### config.mk
export PLATFORM = sky130hd
export DESIGN_NAME = tristate_bus_arbiter
export DESIGN_NICKNAME = d
export VERILOG_FILES = /design/src/rtl/tristate_bus_arbiter.sv
export SDC_FILE = /design/constraint.sdc
export NUM_CORES = 1
export LEC_CHECK = 0
export CAP_MARGIN = 25
export CORE_AREA = 3 3 56 58
export DETAILED_ROUTE_END_ITERATION = 10
export DIE_AREA = 0 0 59 61
export GPL_TIMING_DRIVEN = 0
export PLACE_DENSITY = 0.56
export SLEW_MARGIN = 30
export SYNTH_ARGS = -nofsm -noshare
export SYNTH_HDL_FRONTEND = slang
export SYNTH_SLANG_ARGS = --single-unit
### constraint.sdc
create_clock -name clk -period 1.7 [get_ports clk]
set_clock_uncertainty 0.15 [all_clocks]
set_input_delay 0.17 -clock clk [delete_from_list [all_inputs] [get_ports clk]]
set_output_delay 0.17 -clock clk [all_outputs]
set_load 0.005 [all_outputs]
### src/rtl/tristate_bus_arbiter.sv
// Round-robin owner selection for a shared tristate bus.
// At most one requester drives the bus at a time, and the bus is always
// released for a turnaround gap between owners, so two drivers never fight.
// A grant lasts as long as its owner keeps requesting, up to MAX_HOLD cycles.
// All outputs are registered.
module tristate_bus_arbiter #(
    parameter int N_REQ      = 4,
    parameter int MAX_HOLD   = 4,
    parameter int TURNAROUND = 1
) (
    input  logic                       clk,
    input  logic                       rst,
    input  logic [N_REQ-1:0]           req,
    output logic [N_REQ-1:0]           oe,
    output logic [$clog2(N_REQ)-1:0]   owner,
    output logic                       bus_idle
);

    localparam int OWN_W  = $clog2(N_REQ);
    localparam int HOLD_W = (MAX_HOLD > 1) ? $clog2(MAX_HOLD) : 1;
    localparam int TURN_W = (TURNAROUND > 1) ? $clog2(TURNAROUND) : 1;

    localparam logic [HOLD_W-1:0] HOLD_LAST = HOLD_W'(MAX_HOLD - 1);
    localparam logic [TURN_W-1:0] TURN_LAST = TURN_W'(TURNAROUND - 1);
    localparam logic [OWN_W-1:0]  OWN_TOP   = OWN_W'(N_REQ - 1);
    localparam logic [N_REQ-1:0]  ONE_HOT0  = {{(N_REQ-1){1'b0}}, 1'b1};

    typedef enum logic [1:0] {
        IDLE  = 2'd0,
        GRANT = 2'd1,
        TURN  = 2'd2
    } state_t;

    state_t            state_r;
    logic [N_REQ-1:0]  oe_r;
    logic [OWN_W-1:0]  owner_r;
    logic              bus_idle_r;
    logic [HOLD_W-1:0] hold_cnt_r;
    logic [TURN_W-1:0] turn_cnt_r;
    logic [OWN_W-1:0]  last_owner_r;
    logic [OWN_W-1:0]  winner_s;

    // First asserted request scanning upward from last+1, wrapping; the
    // previous owner is considered last, so it only wins when it is alone.
    function automatic logic [OWN_W-1:0] rr_pick(
        input logic [N_REQ-1:0] r,
        input logic [OWN_W-1:0] last
    );
        logic [OWN_W-1:0] pick;
        logic [OWN_W-1:0] idx;
        logic             found;
        pick  = '0;
        found = 1'b0;
        for (int i = 1; i <= N_REQ; i++) begin
            idx = OWN_W'((int'(last) + i) % N_REQ);
            if (!found && r[idx]) begin
                found = 1'b1;
                pick  = idx;
            end
        end
        return pick;
    endfunction

    // Round-robin winner for the next grant decision.
    always_comb begin
        winner_s = rr_pick(req, last_owner_r);
    end

    // Arbitration FSM; outputs are updated together with the state.
    always_ff @(posedge clk) begin
        if (rst) begin
            state_r      <= IDLE;
            oe_r         <= '0;
            owner_r      <= '0;
            bus_idle_r   <= 1'b1;
            hold_cnt_r   <= '0;
            turn_cnt_r   <= '0;
            last_owner_r <= OWN_TOP;
        end else begin
            case (state_r)
                IDLE: begin
                    if (|req) begin
                        state_r    <= GRANT;
                        oe_r       <= ONE_HOT0 << winner_s;
                        owner_r    <= winner_s;
                        bus_idle_r <= 1'b0;
                        hold_cnt_r <= '0;
                    end else begin
                        oe_r       <= '0;
                        owner_r    <= '0;
                        bus_idle_r <= 1'b1;
                    end
                end
                GRANT: begin
                    // Only the owner's own request matters while it holds the bus.
                    if (!req[owner_r] || (hold_cnt_r == HOLD_LAST)) begin
                        state_r      <= TURN;
                        oe_r         <= '0;
                        owner_r      <= '0;
                        bus_idle_r   <= 1'b1;
                        last_owner_r <= owner_r;
                        hold_cnt_r   <= '0;
                        turn_cnt_r   <= '0;
                    end else begin
                        hold_cnt_r <= hold_cnt_r + HOLD_W'(1);
                    end
                end
                TURN: begin
                    if (turn_cnt_r == TURN_LAST) begin
                        turn_cnt_r <= '0;
                        if (|req) begin
                            state_r    <= GRANT;
                            oe_r       <= ONE_HOT0 << winner_s;
                            owner_r    <= winner_s;
                            bus_idle_r <= 1'b0;
                            hold_cnt_r <= '0;
                        end else begin
                            state_r <= IDLE;
                        end
                    end else begin
                        turn_cnt_r <= turn_cnt_r + TURN_W'(1);
                    end
                end
                default: begin
                    state_r    <= IDLE;
                    oe_r       <= '0;
                    owner_r    <= '0;
                    bus_idle_r <= 1'b1;
                    hold_cnt_r <= '0;
                    turn_cnt_r <= '0;
                end
            endcase
        end
    end

    assign oe       = oe_r;
    assign owner    = owner_r;
    assign bus_idle = bus_idle_r;

endmodule

==> results.md, run 1 <==
* Effective utilization at floorplan at 0.246
* First-pass GRT wire length at 2530 µm
* Die height at 61 µm
* Max Fclk at 0.609 GHz
* H-tree levels at 1
* Core Area at 0.00271 mm²
* TritonCTS clock tree: yes
* Setup crit start kind: flip-flop
* Skew-Pair Late Insertion Delay at 0.27 ns
* Static leakage at 0.361 nW
* GRT overflow at 0
* Setup WS post-layout at 0.0581 ns
* Layout Area Growth over Synthesis at 42.0%
* Non-filler cells, final at 118
* Sequential-to-total area share from yosys stat at 0.390
* Slew HR at 0.701
* Clock Sinks at 13
* Num CTS Buffers at 3
* Num ports at 13
* Mapped Cells at 69
* Residual DRC at 0
* Yosys warning count at 0
* Die Area at 0.00360 mm²
* Row count at 19
* # port buffers at 12
* # setup viols final at 0
* Met1 global-route usage at 0.114
* Nets at 95
* Post-Place Cells at 112
* Worst-path fanout max at 5
* Post-place setup slack at -0.331 ns
* Final core utilization at 0.349
* Max rail drop VDD at 0.340 mV
* Fin crit share at 0.966
* Vias in the first global route at 567
* Largest net degree at the start of global routing at 11
* Met2 Track Usage GR at 0.144
* WL final at 1540 µm
* Pins Over Slew Limit at 0
* Outcome: finished clean
* Seq cells post-synth at 13
* Worst-Margin Slew at 0.449 ns
* Die Wd at 59 µm
* Worst min path class: primary input to flip-flop
* Initial antenna violation count at 0
* Placer Congestion at 0.737
* Antenna diode count at 0
* Dpl hpwl at 1110 µm
* Total track usage at 0.0918
* Mapped Area at 667 µm²
* CTS Root Buffer Type: clkbuf_4
* TritonRoute pass-1 iters at 2
* Mapped Avg Cell Area at 9.67 µm²
* Clock-pin slew on the worst setup and hold paths at 0.08 ns
* Overall via count from detail_route at 592
* Yosys cell types at 35
* Power Dens Cells at 780 mW/mm²
* CP Capture Type: flip-flop
* Maximum clock path buffer count at 2
* Via/cell ratio at 5.02
* Minimum clock period at 1.64 ns
* Arrival time worst endpoint at 1.66 ns
* Global route hottest layer: met2
* Antenna Nets Post-Route at 0
* Worst path required time at 1.71 ns
* Hold Vio Cnt, Final at 0
* DR iter-0 viols at 30
* Critical path type: flip-flop to flip-flop
* Met3 Track Usage GR at 0.0277
* Max-cap violations at 0
* Syn_nets at 76
* DR WL/cell at 13.0 µm
* Layout cells sized above 1 at 0.310
registers in the layout, indices dropped and copies added, names as in the netlist:
register and cells:
bus_idle 1, hold_cnt_r 2, last_owner_r 2, oe 4, owner 2, state_r 2
cell type report:
| class | count | area (µm²) |
|---|---|---|
| clock buffers | 4 | 26.3 |
| flip-flops and latches | 13 | 269 |
| inverters | 3 | 11.3 |
| repair buffers | 14 | 134 |
| well taps | 31 | 38.8 |
| multi-input cells | 51 | 459 |
| fillers | 290 | 1760 |
| plain buffers | 2 | 8.76 |
layer usage:
metal,share of wire,wire (µm),vias to the layer above
li1,-,-,294
met1,0.45,694,289
met2,0.48,738,9
met3,0.067,103,0
met4,0,0,0
met5,0,0,-
power breakdown:
group	leakage, nW	internal (mW)	switching (mW)
registers	0.109	0.331	0.0260
clock network	0.0150	0.0908	0.100
logic	0.237	0.104	0.0864
total	0.361	0.526	0.213
worst paths after layout:
kind | from | end | slack (ns) | cells after the start
worst max-delay path | owner[1]$_SDFFE_PP0P_ | bus_idle$_SDFFE_PP1P_ | 0.06 | 4
worst min-delay path | req[0] | hold_cnt_r[0]$_SDFFE_PP0P_ | 0.23 | 4
worst max register to register | owner[1]$_SDFFE_PP0P_ | bus_idle$_SDFFE_PP1P_ | 0.06 | 4
worst min register to register | oe[0]$_SDFFE_PP0P_ | oe[0]$_SDFFE_PP0P_ | 0.32 | 1
worst max-delay path, cell delays in order (launching register included):
cell	delay [ns]
dfxtp_4	0.37
mux2_2	0.26
a22oi_2	0.09
or4b_4	0.52
a2bb2oi_2	0.15
cell usage after synthesis:
cell | count | area, µm²
dfxtp_1 | 13 | 260
nor2_1 | 7 | 26.3
a21oi_1 | 3 | 15.0
inv_1 | 3 | 11.3
mux2i_1 | 3 | 30.0
nand3_1 | 3 | 15.0
nor2b_1 | 3 | 18.8
a22o_1 | 2 | 17.5
mux2_2 | 2 | 22.5
nand2b_1 | 2 | 12.5
nor3_1 | 2 | 10.0
o21ai_2 | 2 | 17.5
or2_2 | 2 | 12.5
a211o_1 | 1 | 8.76
a21o_1 | 1 | 7.51
a21oi_2 | 1 | 8.76
a22oi_1 | 1 | 7.51
a22oi_2 | 1 | 12.5
a2bb2oi_1 | 1 | 8.76
a32o_1 | 1 | 10.0
and3b_1 | 1 | 8.76
buf_2 | 1 | 5.00
clkbuf_1 | 1 | 3.75
ha_1 | 1 | 12.5
nand2_1 | 1 | 3.75
nand3b_1 | 1 | 7.51
nor4_4 | 1 | 21.3
nor4b_1 | 1 | 8.76
nor4bb_1 | 1 | 10.0
o21ai_0 | 1 | 5.00
o221ai_1 | 1 | 8.76
o2bb2ai_1 | 1 | 8.76
o31ai_1 | 1 | 7.51
o41ai_1 | 1 | 8.76
or4b_4 | 1 | 13.8
stage by stage:
stage | area [µm²] | hold WS [ns] | total power, mW | setup TNS [ns]
global route | 947 | 0.254 | 0.787 | -0.000944
global placement | 826 | 0.299 | 0.523 | -2.92
floorplan | 667 | 0.205 | 0.455 | 0
detailed placement | 826 | 0.311 | 0.527 | -3.11
finish | 947 | 0.228 | 0.739 | 0
CTS | 867 | 0.327 | 0.721 | 0
layout by cell type (no fill, tap or decap), types with 3 or more instances in the layout:
| cell type | Yosys | routed |
|---|---|---|
| dlygate4sd2_1 | 0 | 3 |
| dfxtp_1 | 13 | 10 |
| clkbuf_4 | 0 | 3 |
| nand3_1 | 3 | 3 |
| a21oi_1 | 3 | 3 |
| mux2i_1 | 3 | 3 |
| nor2_1 | 7 | 7 |
| clkdlybuf4s50_1 | 0 | 8 |
| inv_1 | 3 | 3 |
logic make-up after synthesis:
family,Yosys count,share of synthesized area
flops,13,0.390
buf+inv,5,0.0300
fa+ha+maj,1,0.0188
mux,5,0.0788
compound gates,19,0.229
simple gates,26,0.253
what timing repair did:
action,CTS,global route
endpoints found under the hold margin,0,0
setup buffers,0,2
cloned,0,0
pin swaps,0,2
gates resized for setup,7,14
hold buffers,0,0
setup endpoints to repair,7,11
No activity file was read; power rests on OpenSTA's default activity.
==> run 2: changes to the inputs <==
--- a/config.mk
+++ b/config.mk
@@ -10,7 +10,7 @@
 export DETAILED_ROUTE_END_ITERATION = 10
 export DIE_AREA = 0 0 59 61
 export GPL_TIMING_DRIVEN = 0
-export PLACE_DENSITY = 0.56
+export PLACE_DENSITY_LB_ADDON = 0.2
 export SLEW_MARGIN = 30
 export SYNTH_ARGS = -nofsm -noshare
 export SYNTH_HDL_FRONTEND = slang
==> run 2 against run 1 <==
  * Maximum frequency about the same
  * Cell count grew 0.85%
  * Highest routed layer unchanged
  * Register-to-register slack barely moved
  * Clock power is 3% lower
  * Hold slack improved by 0.099 ns
  * Setup slack is essentially flat
  * Count of clock-buffer cells in the layout did not move
  * Die area did not move
  * Sequential power barely moved
  * Sequential cell count unchanged
  * Via count shrank 1.2%
==> results.md, run 2 (synthesized netlist as in run 1, its figures left out) <==
* Worst path required time at 1.71 ns (about the same)
* Slowest stage cell, crit path: or4b_4 (unchanged)
* Placer Congestion at 0.718 (was 0.737)
* Static leakage at 0.366 nW (was 0.361 nW)
* Antenna diode count at 0 (unchanged)
* Effective utilization at floorplan at 0.246 (unchanged)
* Worst-path fanout max at 4 (was 5)
* Reg2reg end: bus_idle$_SDFFE_PP1P_ (unchanged)
* Outcome: finished clean (unchanged)
* CP Capture Type: flip-flop (unchanged)
* Skew-Pair Late Insertion Delay at 0.27 ns (about the same)
* Dpl hpwl at 1110 µm (about the same)
* Uppermost layer routed: met3 (unchanged)
* First-pass GRT wire length at 2770 µm (was 2530 µm)
* Fin crit share at 0.966 (about the same)
* Slew HR at 0.628 (was 0.701)
* Reg-to-Reg Start: hold_cnt_r[0]$_SDFFE_PP0P_ (was owner[1]$_SDFFE_PP0P_)
* Nets at 96 (was 95)
* Initial antenna violation count at 0 (unchanged)
* Worst hold slack at 0.327 ns (was 0.228 ns)
* Pins Over Slew Limit at 0 (unchanged)
* Max incr delay on CP at 0.52 ns (about the same)
* Met3 Routed Length at 68 µm (was 103 µm)
* TritonCTS clock tree: yes (unchanged)
* Crit path cell chain: ha_4 -> nor2b_2 -> a22oi_2 -> or4b_4 -> a2bb2oi_2 (was mux2_2 -> a22oi_2 -> or4b_4 -> a2bb2oi_2)
* TritonRoute pass-1 iters at 4 (was 2)
* Largest net degree at the start of global routing at 11 (unchanged)
* # setup viols final at 0 (unchanged)
* Num CTS Buffers at 3 (unchanged)
* Overall via count from detail_route at 585 (was 592)
* # port buffers at 12 (unchanged)
* Arrival time worst endpoint at 1.65 ns (was 1.66 ns)
* Post-place setup slack at -0.338 ns (was -0.331 ns)
* Setup crit start kind: flip-flop (unchanged)
* Max Fclk at 0.609 GHz (about the same)
* Max rail drop VDD at 0.567 mV (was 0.340 mV)
* Post-Place Cells at 112 (unchanged)
* DRT met1 WL at 761 µm (was 694 µm)
* DR WL/cell at 13.3 µm (was 13.0 µm)
* Layout cells sized above 1 at 0.352 (was 0.310)
* Max reg flops at 4 (unchanged)
* Non-filler cells, final at 119 (was 118)
* Antenna Nets Post-Route at 0 (unchanged)
* Residual DRC at 0 (unchanged)
* Setup WS post-layout at 0.0583 ns (was 0.0581 ns)
* CTS Root Buffer Type: clkbuf_4 (unchanged)
* Reg2reg path depth at 5 (was 4)
* Vias in the first global route at 609 (was 567)
* Power Dens Cells at 768 mW/mm² (was 780 mW/mm²)
* Maximum clock path buffer count at 2 (unchanged)
* Worst Hold Path EP: oe[0]$_SDFFE_PP0P_ (was hold_cnt_r[0]$_SDFFE_PP0P_)
* Hold Vio Cnt, Final at 0 (unchanged)
* Fillers at 300 (was 290)
* Row count at 19 (unchanged)
* Die Area at 0.00360 mm² (unchanged)
* Die Wd at 59 µm (unchanged)
* WL final at 1580 µm (was 1540 µm)
* Hold Path Depth at 1 (was 4)
* R2r setup slk at 0.06 ns (about the same)
* RSZ-0062 raised after global routing: yes
* Final core utilization at 0.352 (was 0.349)
* Worst-Margin Slew at 0.559 ns (was 0.449 ns)
* CP startpoint: hold_cnt_r[0]$_SDFFE_PP0P_ (was owner[1]$_SDFFE_PP0P_)
* Minimum clock period at 1.64 ns (about the same)
* Layout Area Growth over Synthesis at 43.2% (was 42.0%)
* Hold Path Origin: oe[0]$_SDFFE_PP0P_ (was req[0])
* Clock Sinks at 13 (unchanged)
* Worst min path class: flip-flop to flip-flop (was primary input to flip-flop)
* Total track usage at 0.102 (was 0.0918)
* Clock-pin slew on the worst setup and hold paths at 0.08 ns (about the same)
* Critical path type: flip-flop to flip-flop (unchanged)
* Via/cell ratio at 4.92 (was 5.02)
* Max-cap violations at 0 (unchanged)
* Post-CTS Hold Fix Bufs at 0 (unchanged)
* Die height at 61 µm (unchanged)
* H-tree levels at 1 (unchanged)
* DR iter-0 viols at 17 (was 30)
* GRT overflow at 0 (unchanged)
* Commonest non-fill, non-tap cells in the layout: 8 x dfxtp_1, 8 x clkdlybuf4s50_1, 6 x nor2_1 (was 10 x dfxtp_1, 8 x clkdlybuf4s50_1, 7 x nor2_1)
* Core Area at 0.00271 mm² (unchanged)
* Num ports at 13 (unchanged)
* Met2 wire len at 748 µm (was 738 µm)
==> run 2: layout make-up <==
| type | count | area (µm²) | area share |
|---|---|---|---|
| Clock buffer | 4 | 26.3 | 0.0275 |
| Timing Repair Buffer | 15 | 141 | 0.148 |
| Tap cell | 31 | 38.8 | 0.0406 |
| Buffer | 2 | 8.76 | 0.00917 |
| Sequential cell | 13 | 272 | 0.284 |
| Inverter | 3 | 11.3 | 0.0118 |
| Multi-Input combinational cell | 51 | 457 | 0.478 |
==> run 2: timing repair <==
item                       4_1_cts  5_1_grt
resized for setup                8       15
hold endpoints to repair         0        0
pin swaps                        3        2
setup endpoints to repair        7       11
setup buffers                    1        2
==> run 2: how the worst max path moves through the flow <==
stage	endpoint	slack, ns
floorplan	bus_idle$_SDFFE_PP1P_	0.03
global placement	oe[3]$_SDFFE_PP0P_	-0.34
detailed placement	oe[3]$_SDFFE_PP0P_	-0.34
CTS	bus_idle$_SDFFE_PP1P_	0.004
global route	bus_idle$_SDFFE_PP1P_	-0.02
finish	bus_idle$_SDFFE_PP1P_	0.06
==> run 2: power by group <==
part | leakage (nW) | switching [mW] | total (mW) | internal [mW]
sequential | 0.109 | 0.0262 | 0.358 | 0.332
combinational | 0.242 | 0.0861 | 0.190 | 0.103
clock | 0.0150 | 0.0953 | 0.186 | 0.0908
==> run 2: critical path: cells and delay by family (launching register included) <==
family / cells / cell delay, ns
compound gates: 2 / 0.22
simple gates: 2 / 0.63
fa+ha+maj: 1 / 0.17
flops: 1 / 0.35
==> run 2: through the flow <==
step | power [mW] | setup TNS [ns] | cell area, µm²
after floorplan | 0.455 | 0 | 667
final | 0.734 | 0 | 955
after global routing | 0.788 | -0.0273 | 955
after global placement | 0.525 | -3.17 | 826
after detailed placement | 0.527 | -3.03 | 826
after CTS | 0.727 | 0 | 876
==> run 2: layer usage <==
| metal | vias up | GRT usage |
|---|---|---|
| met5 | - | 0 |
| met4 | 0 | 0.0388 |
| met3 | 0 | 0.0298 |
| met2 | 7 | 0.151 |
| met1 | 280 | 0.139 |
| li1 | 298 | - |
==> run 3: changes to the inputs <==
--- a/config.mk
+++ b/config.mk
@@ -6,9 +6,9 @@
 export NUM_CORES = 1
 export LEC_CHECK = 0
 export CAP_MARGIN = 25
-export CORE_AREA = 3 3 56 58
+export CORE_AREA = 3 3 44 46
 export DETAILED_ROUTE_END_ITERATION = 10
-export DIE_AREA = 0 0 59 61
+export DIE_AREA = 0 0 47 49
 export GPL_TIMING_DRIVEN = 0
 export PLACE_DENSITY_LB_ADDON = 0.2
 export SLEW_MARGIN = 30
==> run 3 against run 2 <==
  * Non-clock buffer count fell by 2
  * Count of clock-buffer cells in the layout is 1 lower
  * Cell count fell by 14%
  * Clock power barely moved
  * Sequential share of layout area up 1.2 points
  * Power fell by 1.5%
  * Critical endpoint is now owner[0]$_SDFFE_PP0P_
  * Largest cell class unchanged
==> results.md, run 3 (synthesized netlist as in run 1, its figures left out) <==
* Num CTS Buffers at 3 (unchanged)
* Residual DRC at 0 (unchanged)
* Die Area at 0.00230 mm² (was 0.00360 mm²)
* Layout Area Growth over Synthesis at 34.7% (was 43.2%)
* Total track usage at 0.137 (was 0.102)
* Clock Sinks at 13 (unchanged)
* Effective utilization at floorplan at 0.433 (was 0.246)
* Arrival time worst endpoint at 1.69 ns (was 1.65 ns)
* Final non-filler cell area at 898 µm² (was 955 µm²)
* GRT overflow at 0 (unchanged)
* Total negative slack at 0 ns (unchanged)
* Layout cells sized above 1 at 0.314 (was 0.352)
* Reg2reg path depth at 4 (was 5)
* CTS Root Buffer Type: clkbuf_4 (unchanged)
* Commonest non-fill, non-tap cell in the layout: dfxtp_1
* First-pass GRT wire length at 2350 µm (was 2770 µm)
* Worst-Margin Slew at 0.502 ns (was 0.559 ns)
* TritonCTS clock tree: yes (unchanged)
* Slew HR at 0.665 (was 0.628)
* Minimum clock period at 1.66 ns (was 1.64 ns)
* Pins Over Slew Limit at 0 (unchanged)
* CP Capture Type: flip-flop (unchanged)
* Max Fclk at 0.601 GHz (was 0.609 GHz)
* RSZ-0062 raised after global routing: no (was yes)
* Post-placement cell area at 807 µm² (was 826 µm²)
* Critical path type: flip-flop to flip-flop (unchanged)
* Row count at 14 (was 19)
* Commonest non-fill, non-tap cells in the layout: 10 x dfxtp_1, 8 x clkdlybuf4s50_1, 6 x nor2_1, 4 x dlygate4sd2_1 (was 8 x dfxtp_1, 8 x clkdlybuf4s50_1, 6 x nor2_1)
* Worst-path fanout max at 5 (was 4)
* Worst Setup EP: owner[0]$_SDFFE_PP0P_ (was bus_idle$_SDFFE_PP1P_)
* Skew-Pair Late Insertion Delay at 0.28 ns (was 0.27 ns)
* DR WL/cell at 13.8 µm (was 13.3 µm)
* Antenna diode count at 0 (unchanged)
* H-tree levels at 1 (unchanged)
* Clock-pin slew on the worst setup and hold paths at 0.08 ns (about the same)
* Met3 Routed Length at 95 µm (was 68 µm)
* TritonRoute pass-1 iters at 4 (unchanged)
* Hold Vio Cnt, Final at 0 (unchanged)
* Worst hold slack at 0.322 ns (was 0.327 ns)
* Reg-to-Reg Start: owner[1]$_SDFFE_PP0P_ (was hold_cnt_r[0]$_SDFFE_PP0P_)
* Die height at 49 µm (was 61 µm)
* Static leakage at 0.348 nW (was 0.366 nW)
* Core Area at 0.00154 mm² (was 0.00271 mm²)
* Met2 wire len at 621 µm (was 748 µm)
* Worst path required time at 1.72 ns (was 1.71 ns)
* Max reg flops at 4 (unchanged)
* Num ports at 13 (unchanged)
* DRT met1 WL at 670 µm (was 761 µm)
* Via/cell ratio at 5.88 (was 4.92)
* Nets at 94 (was 96)
* Dpl hpwl at 1050 µm (was 1110 µm)
* Die Wd at 47 µm (was 59 µm)
* Antenna Nets Post-Route at 0 (unchanged)
* Uppermost layer routed: met4 (was met3)
* Worst min path class: flip-flop to flip-flop (unchanged)
* Placer Congestion at 0.769 (was 0.718)
* R2r setup slk at 0.04 ns (was 0.06 ns)
* Initial antenna violation count at 0 (unchanged)
* Outcome: finished clean (unchanged)
* CP startpoint: owner[1]$_SDFFE_PP0P_ (was hold_cnt_r[0]$_SDFFE_PP0P_)
* Max-cap violations at 0 (unchanged)
* Max rail drop VDD at 0.562 mV (was 0.567 mV)
* Vias in the first global route at 559 (was 609)
* WL final at 1410 µm (was 1580 µm)
* Maximum clock path buffer count at 2 (unchanged)
* Power Dens Cells at 804 mW/mm² (was 768 mW/mm²)
* Overall via count from detail_route at 600 (was 585)
* # port buffers at 12 (unchanged)
* Largest net degree at the start of global routing at 11 (unchanged)
* DR iter-0 viols at 6 (was 17)
* Reg2reg end: owner[0]$_SDFFE_PP0P_ (was bus_idle$_SDFFE_PP1P_)
* Setup crit start kind: flip-flop (unchanged)
* Fin crit share at 0.979 (was 0.966)
* # setup viols final at 0 (unchanged)
==> run 3: cell count changes in the layout (fill, tap and decap cells not counted), sizes merged <==
cell	previous run	this run
dlygate4sd2	3	4
buf	4	2
clkinv	0	1
dlymetal6s2s	1	0
clkbuf	5	4
==> run 3: worst max-delay path, cell delays in order (launching register included) <==
cell and delay (ns):
dfxtp_2 0.38, mux2_2 0.37, a22oi_2 0.30, a21oi_4 0.12, a22o_1 0.24
==> run 3: timing repair <==
item | 4_1_cts | 5_1_grt
hold buffers | 0 | 0
buffers inserted | 0 | 1
resized for setup | 12 | 6
hold endpoints to repair | 0 | 0
setup endpoints to repair | 8 | 7
pin swaps | 1 | 1
==> run 3: worst min-delay path by stage <==
stage / to / slack (ns) / from / cells past startpoint
3_5_place_dp: oe[0]$_SDFFE_PP0P_ / 0.30 / oe[0]$_SDFFE_PP0P_ / 1
5_1_grt: oe[0]$_SDFFE_PP0P_ / 0.34 / oe[0]$_SDFFE_PP0P_ / 1
6_report: oe[0]$_SDFFE_PP0P_ / 0.32 / oe[0]$_SDFFE_PP0P_ / 1
3_3_place_gp: oe[0]$_SDFFE_PP0P_ / 0.30 / oe[0]$_SDFFE_PP0P_ / 1
2_1_floorplan: oe[0]$_SDFFE_PP0P_ / 0.21 / rst / 2
4_1_cts: oe[0]$_SDFFE_PP0P_ / 0.32 / oe[0]$_SDFFE_PP0P_ / 1
==> run 3: through the flow <==
stage          worst slack [ns]  total power, mW   util  std cells
2_1_floorplan            0.0331            0.455      -         69
3_3_place_gp             -0.325            0.521  0.524         97
3_5_place_dp             -0.350            0.526  0.524         97
4_1_cts                 0.00247            0.717  0.557        101
5_1_grt                0.000596            0.758  0.583        102
6_report                 0.0359            0.722  0.583        102
==> run 3: layout make-up <==
class,count,area (µm²)
tap,16,20.0
clock inverter,1,5.00
timing repair buffer,13,123
buffer,2,8.76
inverter,3,11.3
fill,142,643
clock buffer,3,22.5
multi-input combinational,51,442
sequential,13,267
==> run 3: where the power goes <==
part	switching, mW	internal (mW)
clock	0.102	0.0873
combinational	0.0816	0.0950
sequential	0.0250	0.331
==> run 3: routing by layer <==
metal	vias to the layer above	GRT usage
met5	-	0
met4	0	0.0691
met3	4	0.0221
met2	21	0.188
met1	281	0.200
li1	294	-
